**config.mk**
```make
export PLATFORM = sky130hd
export DESIGN_NAME = demux_frame_sequencer
export DESIGN_NICKNAME = d
export VERILOG_FILES = /design/src/rtl/demux_frame_sequencer.sv
export SDC_FILE = /design/constraint.sdc
export NUM_CORES = 1
export LEC_CHECK = 0
export CAP_MARGIN = 25
export CORE_UTILIZATION = 46
export DETAILED_ROUTE_END_ITERATION = 7
export GPL_TIMING_DRIVEN = 0
export PLACE_DENSITY = 0.71
export SYNTH_ARGS = -nofsm -noshare
export SYNTH_HDL_FRONTEND = slang
export SYNTH_SLANG_ARGS = --single-unit
```
**constraint.sdc**
```tcl
create_clock -name clk -period 1.5 [get_ports clk]
set_clock_uncertainty 0.05 [all_clocks]
set_input_delay 0.375 -clock clk [delete_from_list [all_inputs] [get_ports clk]]
set_output_delay 0.375 -clock clk [all_outputs]
set_load 0.01 [all_outputs]
```
**src/rtl/demux_frame_sequencer.sv**
```systemverilog
// Frame sequencer that feeds a one-bit 1:4 demux.
// It decodes a 2-bit channel header, then steers PAYLOAD_LEN serial bits onto a, s1 and s0.
module demux_frame_sequencer #(
  parameter int PAYLOAD_LEN = 8
) (
  input  logic clk,
  input  logic reset_n,
  input  logic in_bit,
  input  logic in_valid,
  input  logic abort,
  output logic a,
  output logic s1,
  output logic s0,
  output logic payload_valid,
  output logic frame_done,
  output logic busy
);

  typedef enum logic [1:0] {
    IDLE = 2'd0,
    HDR  = 2'd1,
    PAY  = 2'd2
  } state_t;

  localparam logic [7:0] LAST_IDX = 8'(PAYLOAD_LEN - 1);

  state_t     state_r;
  logic [7:0] cnt_r;
  logic       msb_r;

  // Frame FSM with registered demux data, select and status outputs
  always_ff @(posedge clk or negedge reset_n) begin
    if (!reset_n) begin
      state_r       <= IDLE;
      cnt_r         <= 8'd0;
      msb_r         <= 1'b0;
      a             <= 1'b0;
      s1            <= 1'b0;
      s0            <= 1'b0;
      payload_valid <= 1'b0;
      frame_done    <= 1'b0;
      busy          <= 1'b0;
    end else begin
      // Data and strobes default low, so a stays 0 outside accepted payload bits
      a             <= 1'b0;
      payload_valid <= 1'b0;
      frame_done    <= 1'b0;
      if (abort) begin
        state_r <= IDLE;
        cnt_r   <= 8'd0;
        busy    <= 1'b0;
      end else if (in_valid) begin
        case (state_r)
          IDLE: begin
            msb_r   <= in_bit;
            state_r <= HDR;
            busy    <= 1'b1;
          end
          HDR: begin
            s1      <= msb_r;
            s0      <= in_bit;
            cnt_r   <= 8'd0;
            state_r <= PAY;
            busy    <= 1'b1;
          end
          PAY: begin
            a             <= in_bit;
            payload_valid <= 1'b1;
            if (cnt_r == LAST_IDX) begin
              frame_done <= 1'b1;
              cnt_r      <= 8'd0;
              state_r    <= IDLE;
              busy       <= 1'b0;
            end else begin
              cnt_r   <= cnt_r + 8'd1;
              state_r <= PAY;
              busy    <= 1'b1;
            end
          end
          default: begin
            cnt_r   <= 8'd0;
            state_r <= IDLE;
            busy    <= 1'b0;
          end
        endcase
      end else begin
        state_r <= state_r;
        cnt_r   <= cnt_r;
        busy    <= busy;
      end
    end
  end

endmodule
```
# Yosys cells after proc, flatten, opt, wreduce, memory -nomap -nowiden
# Cells that the tools add are included.
[classes]
addsub = 1
multipliers = 0
n_div = 0
n_lt_le_gt_ge = 0
n_eq_ne = 4
shift = 0
mux = 22
bitwise_logic = 1
reduce_logical = 6
[op_table]
columns = ["cell", "count"]
rows = [
  ["$mux 8", 3],
  ["$pmux 8 s2", 1],
  ["$mux 1", 13],
  ["$add 8x1->8 const B", 1],
  ["$eq 8x3->1 const B", 1],
  ["$mux 2", 3],
  ["$pmux 2 s3", 1],
  ["$reduce_and 3->1", 2],
  ["$eq 2x1->1 const B", 1],
  ["$eq 2x2->1 const B", 1],
  ["$logic_not 2->1", 1],
  ["$ne 2x2->1 const B", 1],
  ["$pmux 1 s2", 1],
  ["$reduce_and 2->1", 1],
  ["$reduce_bool 2->1", 1],
  ["$reduce_or 2->1", 1],
  ["$not 1->1", 1],
]
[word_totals]
reg_bits = 17
latch_bits = 0
mem_bits_rw = 0
rom_bits = 0
inputBits = 5
output_inout_bits = 6
wordCells = 43
mem_count = 0

# Longest topological paths before layout
# Gate-level depths: netlist of run 1.
[depth]
depth_word = 5
mapped_depth = 5
depth_no_buf = 5

# Worst setup path after synthesis of run 1
# OpenSTA, ideal clock, no wires.
[synth_timing]
path_kind = "reg2reg"
startpoint = "register cnt_r[0]"
endpoint = "register cnt_r[3]"
setup_ps = 129
arrival_ps = 1299
t_required_ps = 1321
path_slack_ps = 22
path_stages_with_launch = 6
n_path_buf = 0
synth_period_minus_slack_ps = 1478
path_cell_list = "dfrtp_1 -> ha_1 -> nor4bb_1 -> nand2_1 -> a21oi_1 -> nor2_1"
[synth_between]
elab_chain_len = 5
elab_cells_between_ends = 6
classes_between = "add/sub: 1; eq/ne: 1; mux: 4"
[synth_lines]
columns = ["element", "line_no", "source"]
rows = [
  ["start: declaration", "28", "logic [7:0] cnt_r;"],
  ["start signal: assignment", "75", "cnt_r <= cnt_r + 8'd1;"],
  ["start signal: assignment", "88", "cnt_r <= cnt_r;"],
  ["$add 8x1->8 or $eq 8x3->1 (tied branches)", "75, 69", ""],
  ["$mux 8 *", "69", "if (cnt_r == LAST_IDX) begin"],
  ["$pmux 8 s2 *", "53", "case (state_r)"],
  ["$mux 8 *", "52", "end else if (in_valid) begin"],
  ["$mux 8 *", "48", "if (abort) begin"],
]
# Every way passes the cells marked *; elsewhere a longest branch is shown, timed or not. The select of a mux whose other input is x is not followed.
# A chain may end at the register's enable or synchronous reset.

# Worst setup path in the final report of run 1
[layout_timing]
startpoint = "register cnt_r[0]"
endpoint = "register cnt_r[7]"
# The elaborated chain is that of the path after synthesis.

==> results of run 1 <==
==> placed cells by master, fill, tap and decap left out, types with 3 or more instances in the layout <==
cell type,count
dfrtp_2,3
nor2_1,5
nand3_1,4
dfrtp_1,14
nor3_1,3
o21ai_0,4
buf_4,4
nand2_1,3
xor2_1,3
mux2_1,3
inv_1,3
dlygate4sd2_1,7
and3_1,3
a21oi_1,3
clkbuf_4,3
==> how the worst min path moves through the flow <==
| stage | startpoint | end |
|---|---|---|
| 6_report | abort | cnt_r[2] |
| 5_1_grt | abort | cnt_r[2] |
| 4_1_cts | abort | cnt_r[2] |
| 3_5_place_dp | msb_r | msb_r |
| 3_3_place_gp | s0 | s0 |
| 2_1_floorplan | reset_n | a |
==> cells by family after synthesis <==
logic type                 share of synthesized area, %
xor gates and xnor gates                           3.28
and+or+nand+nor                                    19.3
muxes                                              5.46
adders and majority gates                          3.12
AOI/OAI and AO/OA                                  12.9
DFF                                                53.0
buffers and inverters                              2.81
==> worst max-delay path, cell delays in order, from the launching register on <==
cell,delay (ns)
dfrtp_1,0.41
ha_2,0.19
nor4bb_4,0.15
a21o_1,0.19
or3_1,0.31
nand3_1,0.07
==> power by group <==
group / switching [mW] / internal (mW) / total (mW)
Clock: 0.154 / 0.0992 / 0.253
Combinational: 0.0682 / 0.0647 / 0.133
Sequential: 0.0210 / 0.494 / 0.515
==> per-layer routing <==
| layer | wire length [µm] | vias to the layer above | part of all wire (%) |
|---|---|---|---|
| met5 | 0 | - | 0 |
| met4 | 29 | 0 | 1.8 |
| met3 | 70 | 4 | 4.4 |
| met2 | 748 | 22 | 47 |
| met1 | 752 | 300 | 47 |
| li1 | - | 303 | - |
==> final cells by class <==
class / instances / area share [%]
Clock inverter: 1 / 0.499
Inverter: 3 / 1.12
Multi-Input combinational cell: 53 / 39.2
Buffer: 1 / 1.12
Sequential cell: 17 / 42.8
Tap cell: 16 / 2.00
Clock buffer: 3 / 2.24
Timing Repair Buffer: 13 / 11.1
==> sequential cells by signal, indices dropped and copies added (netlist names) <==
| signal | flops |
|---|---|
| s0 | 1 |
| state_r | 2 |
| payload_valid | 1 |
| s1 | 1 |
| frame_done | 1 |
| cnt_r | 8 |
| a | 1 |
| busy | 1 |
| msb_r | 1 |
==> what timing repair did <==
| item | in CTS | in global routing |
|---|---|---|
| hold buffers | 0 | 0 |
| endpoints found under the setup margin | 14 | 8 |
| buffers inserted | 3 | 1 |
| hold endpoints to repair | 0 | 0 |
| pin swaps | 2 | 4 |
| resized for setup | 13 | 5 |
==> metrics by stage <==
step	instance area, µm²	total power, mW	instances	util (%)	setup WS (ns)
6_report	1000	0.901	107	64.4	0.0630
4_1_cts	980	0.894	106	62.8	0.00248
2_1_floorplan	802	0.585	74	-	0.0220
3_3_place_gp	912	0.663	99	58.5	-0.439
3_5_place_dp	912	0.666	99	58.5	-0.441
5_1_grt	1000	0.936	107	64.4	-0.00743
==> impl_metrics.csv, run 1 <==
group,metric,value,unit
outcome,status,"finished with violations",
outcome,violations,"DRC",
die,initial_core_util,51.4,%
worst_setup_path,crit_start,"cnt_r[0]",
placement,dpl.hpwl,1.03,mm
logic_synthesis,ys_top_cells_by_area,"dfrtp_1, mux2_1, xor2_1, ha_1, nor2_1",
route,drt_iter0_markers,22,
grt,use_met3,2.50,%
sta,hold_viol_final,0,
grt,grtUsageTotal,18.2,%
worst_setup_path,critPathLaunchType,"register",
power_and_ir_drop,power.density,898,nW/µm²
power_and_ir_drop,leakage,0.474,nW
clock_network,cts_buffer_depth,2,
finish,synthToLayoutAreaGrowth,25.1,%
placement,io_buffer_count,9,
grt,busiest_layer,"met2",
die,die_h,43.8,µm
min_path,hold_path.class,"in -> reg",
power_and_ir_drop,peakVddDrop,684,µV
finish,multiInputGateArea,393,µm²
worst_setup_path,ff2ff_setup_slack,0.06,ns
clock_network,cts_made_buffers,3,
logic_synthesis,ys_ff_latch,17,
route,drcViolationCount,1,
route,routed_via_density,5.88,
flow_run,cap_violations,0,
min_path,min_path_cells,2,
worst_setup_path,worstSetupEndpointType,"register",
worst_setup_path,reg2regPathDepth,5,
logic_synthesis,synthCells,74,
grt,grt_max_degree,18,
route,num_vias,629,
worst_setup_path,reg2reg_from,"cnt_r[0]",
clock_network,clkSinkCount,17,
sta,setup_tns,0,ns
clock_network,cts_tree,"done",
die,core.rowCount,14,
sta,finalCritPeriodShare,95.8,%
logic_synthesis,yosysWarnings,0,
finish,seqCellArea,429,µm²
grt,antenna_found_initial,0,
logic_synthesis,synth_edf_count,0,
logic_synthesis,synth_area_leader_cell,"dfrtp_1",
logic_synthesis,synth_top_area_share,53.0,%
sta,slew-limit-headroom,50.5,%
worst_setup_path,crit_type,"reg -> reg",
logic_synthesis,syn_avg_cell_area,10.8,µm²
worst_setup_path,r2r-end,"cnt_r[7]",
die,core-area,1560,µm²
die,pin_count,11,
sta,slew_violations,0,
logic_synthesis,synth_ff_type,"dfrtp_1",
route,ant_nets,0,
die,dieArea,1910,µm²
logic_synthesis,yosysMostFrequentCell,"dfrtp_1",
grt,grt_pass1_vias,576,
worst_setup_path,endpoint,"cnt_r[7]",
grt,use_met1,24.8,%
placement,place_congestion,0.735,
clock_network,root_buffer,"clkbuf_4",
sta,period_needed,1.44,ns
finish,nFillCells,127,
worst_setup_path,crit_arrival,1.62,ns
logic_synthesis,ys_async_sr_fraction,100,%
logic_synthesis,yosysUniqueCellTypes,27,
logic_synthesis,ys_seq_area_share,53.0,%
finish,drive_above_1_share,18.7,%
finish,antenna_cells,0,
worst_setup_path,worstPathRequired,1.69,ns
route,routed_wl,1.60,mm
sta,fmax,696,MHz
clock_network,clk_latency,0.29,ns
grt,use_met2,28.4,%
logic_synthesis,syn_nets,81,
clock_network,path_clk_slew,0.11,ns
finish,final_nets,99,
logic_synthesis,synth_commonest_cells,"dfrtp_1, nor2_1",
logic_synthesis,syn-cell-area,802,µm²
grt,grt_pass1_wl,2.52,mm
grt,overflow,0,
route,detail_route.wl_per_cell,15.0,µm
sta,final-setup-viol-count,0,
worst_setup_path,cp_max_fo,3,
sta,holdWs,0.217,ns
clock_network,htreeDepth,1,
sta,worst_pin_slew,0.739,ns
route,first_pass_iters,6,
die,die_w,43.8,µm
Note: power is estimated with default switching activity, not from simulation.
==> inputs of run 2 (changes only) <==
--- a/config.mk
+++ b/config.mk
@@ -6,6 +6,7 @@
 export NUM_CORES = 1
 export LEC_CHECK = 0
 export CAP_MARGIN = 25
+export CORE_ASPECT_RATIO = 0.8
 export CORE_UTILIZATION = 46
 export DETAILED_ROUTE_END_ITERATION = 7
 export GPL_TIMING_DRIVEN = 0
==> run 2 against run 1 <==
- the run now ends clean
- die area hardly changed
- final cell count rose by 5.6%
- final area up 1.0%
- utilization fell by 2.1 points
- routed wire length shrank 5.6%
- critical path type unchanged
- largest cell class unchanged
==> impl_metrics.csv, run 2 (synthesis gave the netlist of run 1 again) <==
group,metric,value,unit
route,met3_length,81,µm
route,wl_met2,664,µm
die,die_h,39.3,µm
worst_setup_path,ff2ff_setup_slack,0.04,ns
route,drt_iter0_markers,6,
min_path,hold_path.class,"in -> reg",
grt,grt_pass1_wl,2.60,mm
route,m1WireLength,753,µm
route,topRoutingLayerUsed,"met4",
clock_network,cts_tree,"done",
route,drcViolationCount,0,
route,routed_via_density,5.42,
worst_setup_path,path_cells,"ha_4, nor4bb_4, a21o_1, or3_1, nand3_1",
placement,place_congestion,0.794,
finish,largest_register_ffs,8,
finish,final_nets,99,
sta,slew-limit-headroom,50.8,%
clock_network,cts_buffer_depth,2,
placement,io_buffer_count,9,
worst_setup_path,path_delay_family,"simple AND/OR/NAND/NOR gates",
sta,period_needed,1.46,ns
placement,dpl.hpwl,1.02,mm
clock_network,clkSinkCount,17,
power_and_ir_drop,power.density,868,nW/µm²
route,first_pass_iters,4,
sta,hold_viol_final,0,
route,num_vias,612,
worst_setup_path,worstSetupEndpointType,"register",
grt,antenna_found_initial,0,
sta,final-setup-viol-count,0,
worst_setup_path,cp_num_buf_inv,0,
route,ant_nets,0,
power_and_ir_drop,leakage,0.472,nW
flow_run,cap_violations,0,
clock_network,root_buffer,"clkbuf_4",
finish,synthToLayoutAreaGrowth,26.4,%
grt,grt_pass1_vias,542,
worst_setup_path,slowest_delay,0.42,ns
placement,dpl_worst_slack,-0.435,ns
clock_network,path_clk_slew,0.09,ns
sta,holdWs,0.223,ns
route,routed_wl,1.51,mm
die,core-area,1630,µm²
die,initial_core_util,49.3,%
worst_setup_path,cp_max_fo,3,
finish,antenna_cells,0,
grt,overflow,0,
finish,reg_top3,"cnt_r x8, state_r x2",
die,die_w,48.7,µm
worst_setup_path,critPathLaunchType,"register",
clock_network,postCtsHoldBufs,0,
sta,setup_ws,0.0367,ns
finish,final_cell_mix,"dfrtp_1, dlygate4sd2_1, nor2_1",
finish,fin_area,1010,µm²
clock_network,htreeDepth,1,
route,detail_route.wl_per_cell,13.4,µm
worst_setup_path,worstPathRequired,1.68,ns
finish,largest_register,"cnt_r",
worst_setup_path,critPathSlowestCell,"dfrtp_1",
sta,worst_pin_slew,0.735,ns
power_and_ir_drop,peakVddDrop,553,µV
die,core.rowCount,13,
sta,fmax,683,MHz
die,dieArea,1920,µm²
clock_network,cts_made_buffers,3,
worst_setup_path,crit_arrival,1.64,ns
grt,grt_max_degree,18,
grt,grtUsageTotal,19.3,%
die,pin_count,11,
power_and_ir_drop,p_total,0.880,mW
sta,slew_violations,0,
finish,final_common_cell,"dfrtp_1",
sta,finalCritPeriodShare,97.6,%
sta,setup_tns,0,ns
outcome,status,"complete, no violations",
clock_network,clk_latency,0.29,ns
finish,drive_above_1_share,16.5,%
placement,place_area,920,µm²
worst_setup_path,crit_type,"reg -> reg",
run 2: metrics by stage:
step           util [%]  cells
4_1_cts            60.0    111
3_3_place_gp       56.5    105
6_report           62.3    113
3_5_place_dp       56.5    105
5_1_grt            62.3    113
2_1_floorplan         -     74
run 2: layout make-up:
type | instances | area, µm²
well taps | 22 | 27.5
plain buffers | 1 | 11.3
fillers | 136 | 613
inverters | 3 | 11.3
repair buffers | 13 | 111
clock buffers | 4 | 26.3
flip-flops and latches | 17 | 428
multi-input cells | 53 | 398
run 2: where the power goes:
part / switching [mW] / internal (mW) / leakage (nW)
Clock: 0.130 / 0.104 / 0.0150
Sequential: 0.0220 / 0.493 / 0.225
Combinational: 0.0667 / 0.0641 / 0.231
Total: 0.219 / 0.661 / 0.472
run 2: what timing repair did:
| item | CTS | global route |
|---|---|---|
| buffers inserted | 2 | 2 |
| pin swaps | 2 | 1 |
| setup endpoints to repair | 17 | 6 |
| resized for setup | 12 | 5 |
run 2: worst paths after layout:
| kind | startpoint | endpoint | cells past startpoint |
|---|---|---|---|
| max | cnt_r[0] | cnt_r[7] | 5 |
| min | abort | cnt_r[2] | 2 |
| max reg2reg | cnt_r[0] | cnt_r[7] | 5 |
| min reg2reg | s1 | s1 | 1 |
| max in group asynchronous | reset_n | cnt_r[2] | 1 |
| min in group asynchronous | reset_n | payload_valid | 1 |
run 2: routing by layer:
| layer | GRT usage (%) | vias to the layer above |
|---|---|---|
| li1 | - | 299 |
| met1 | 25.4 | 294 |
| met2 | 29.5 | 17 |
| met3 | 6.98 | 2 |
| met4 | 6.62 | 0 |
| met5 | 0 | - |
run 2: worst register-to-register path: stages (launching register included):
cell and delay [ns]:
dfrtp_1 0.42, ha_4 0.17, nor4bb_4 0.15, a21o_1 0.18, or3_1 0.34, nand3_1 0.08
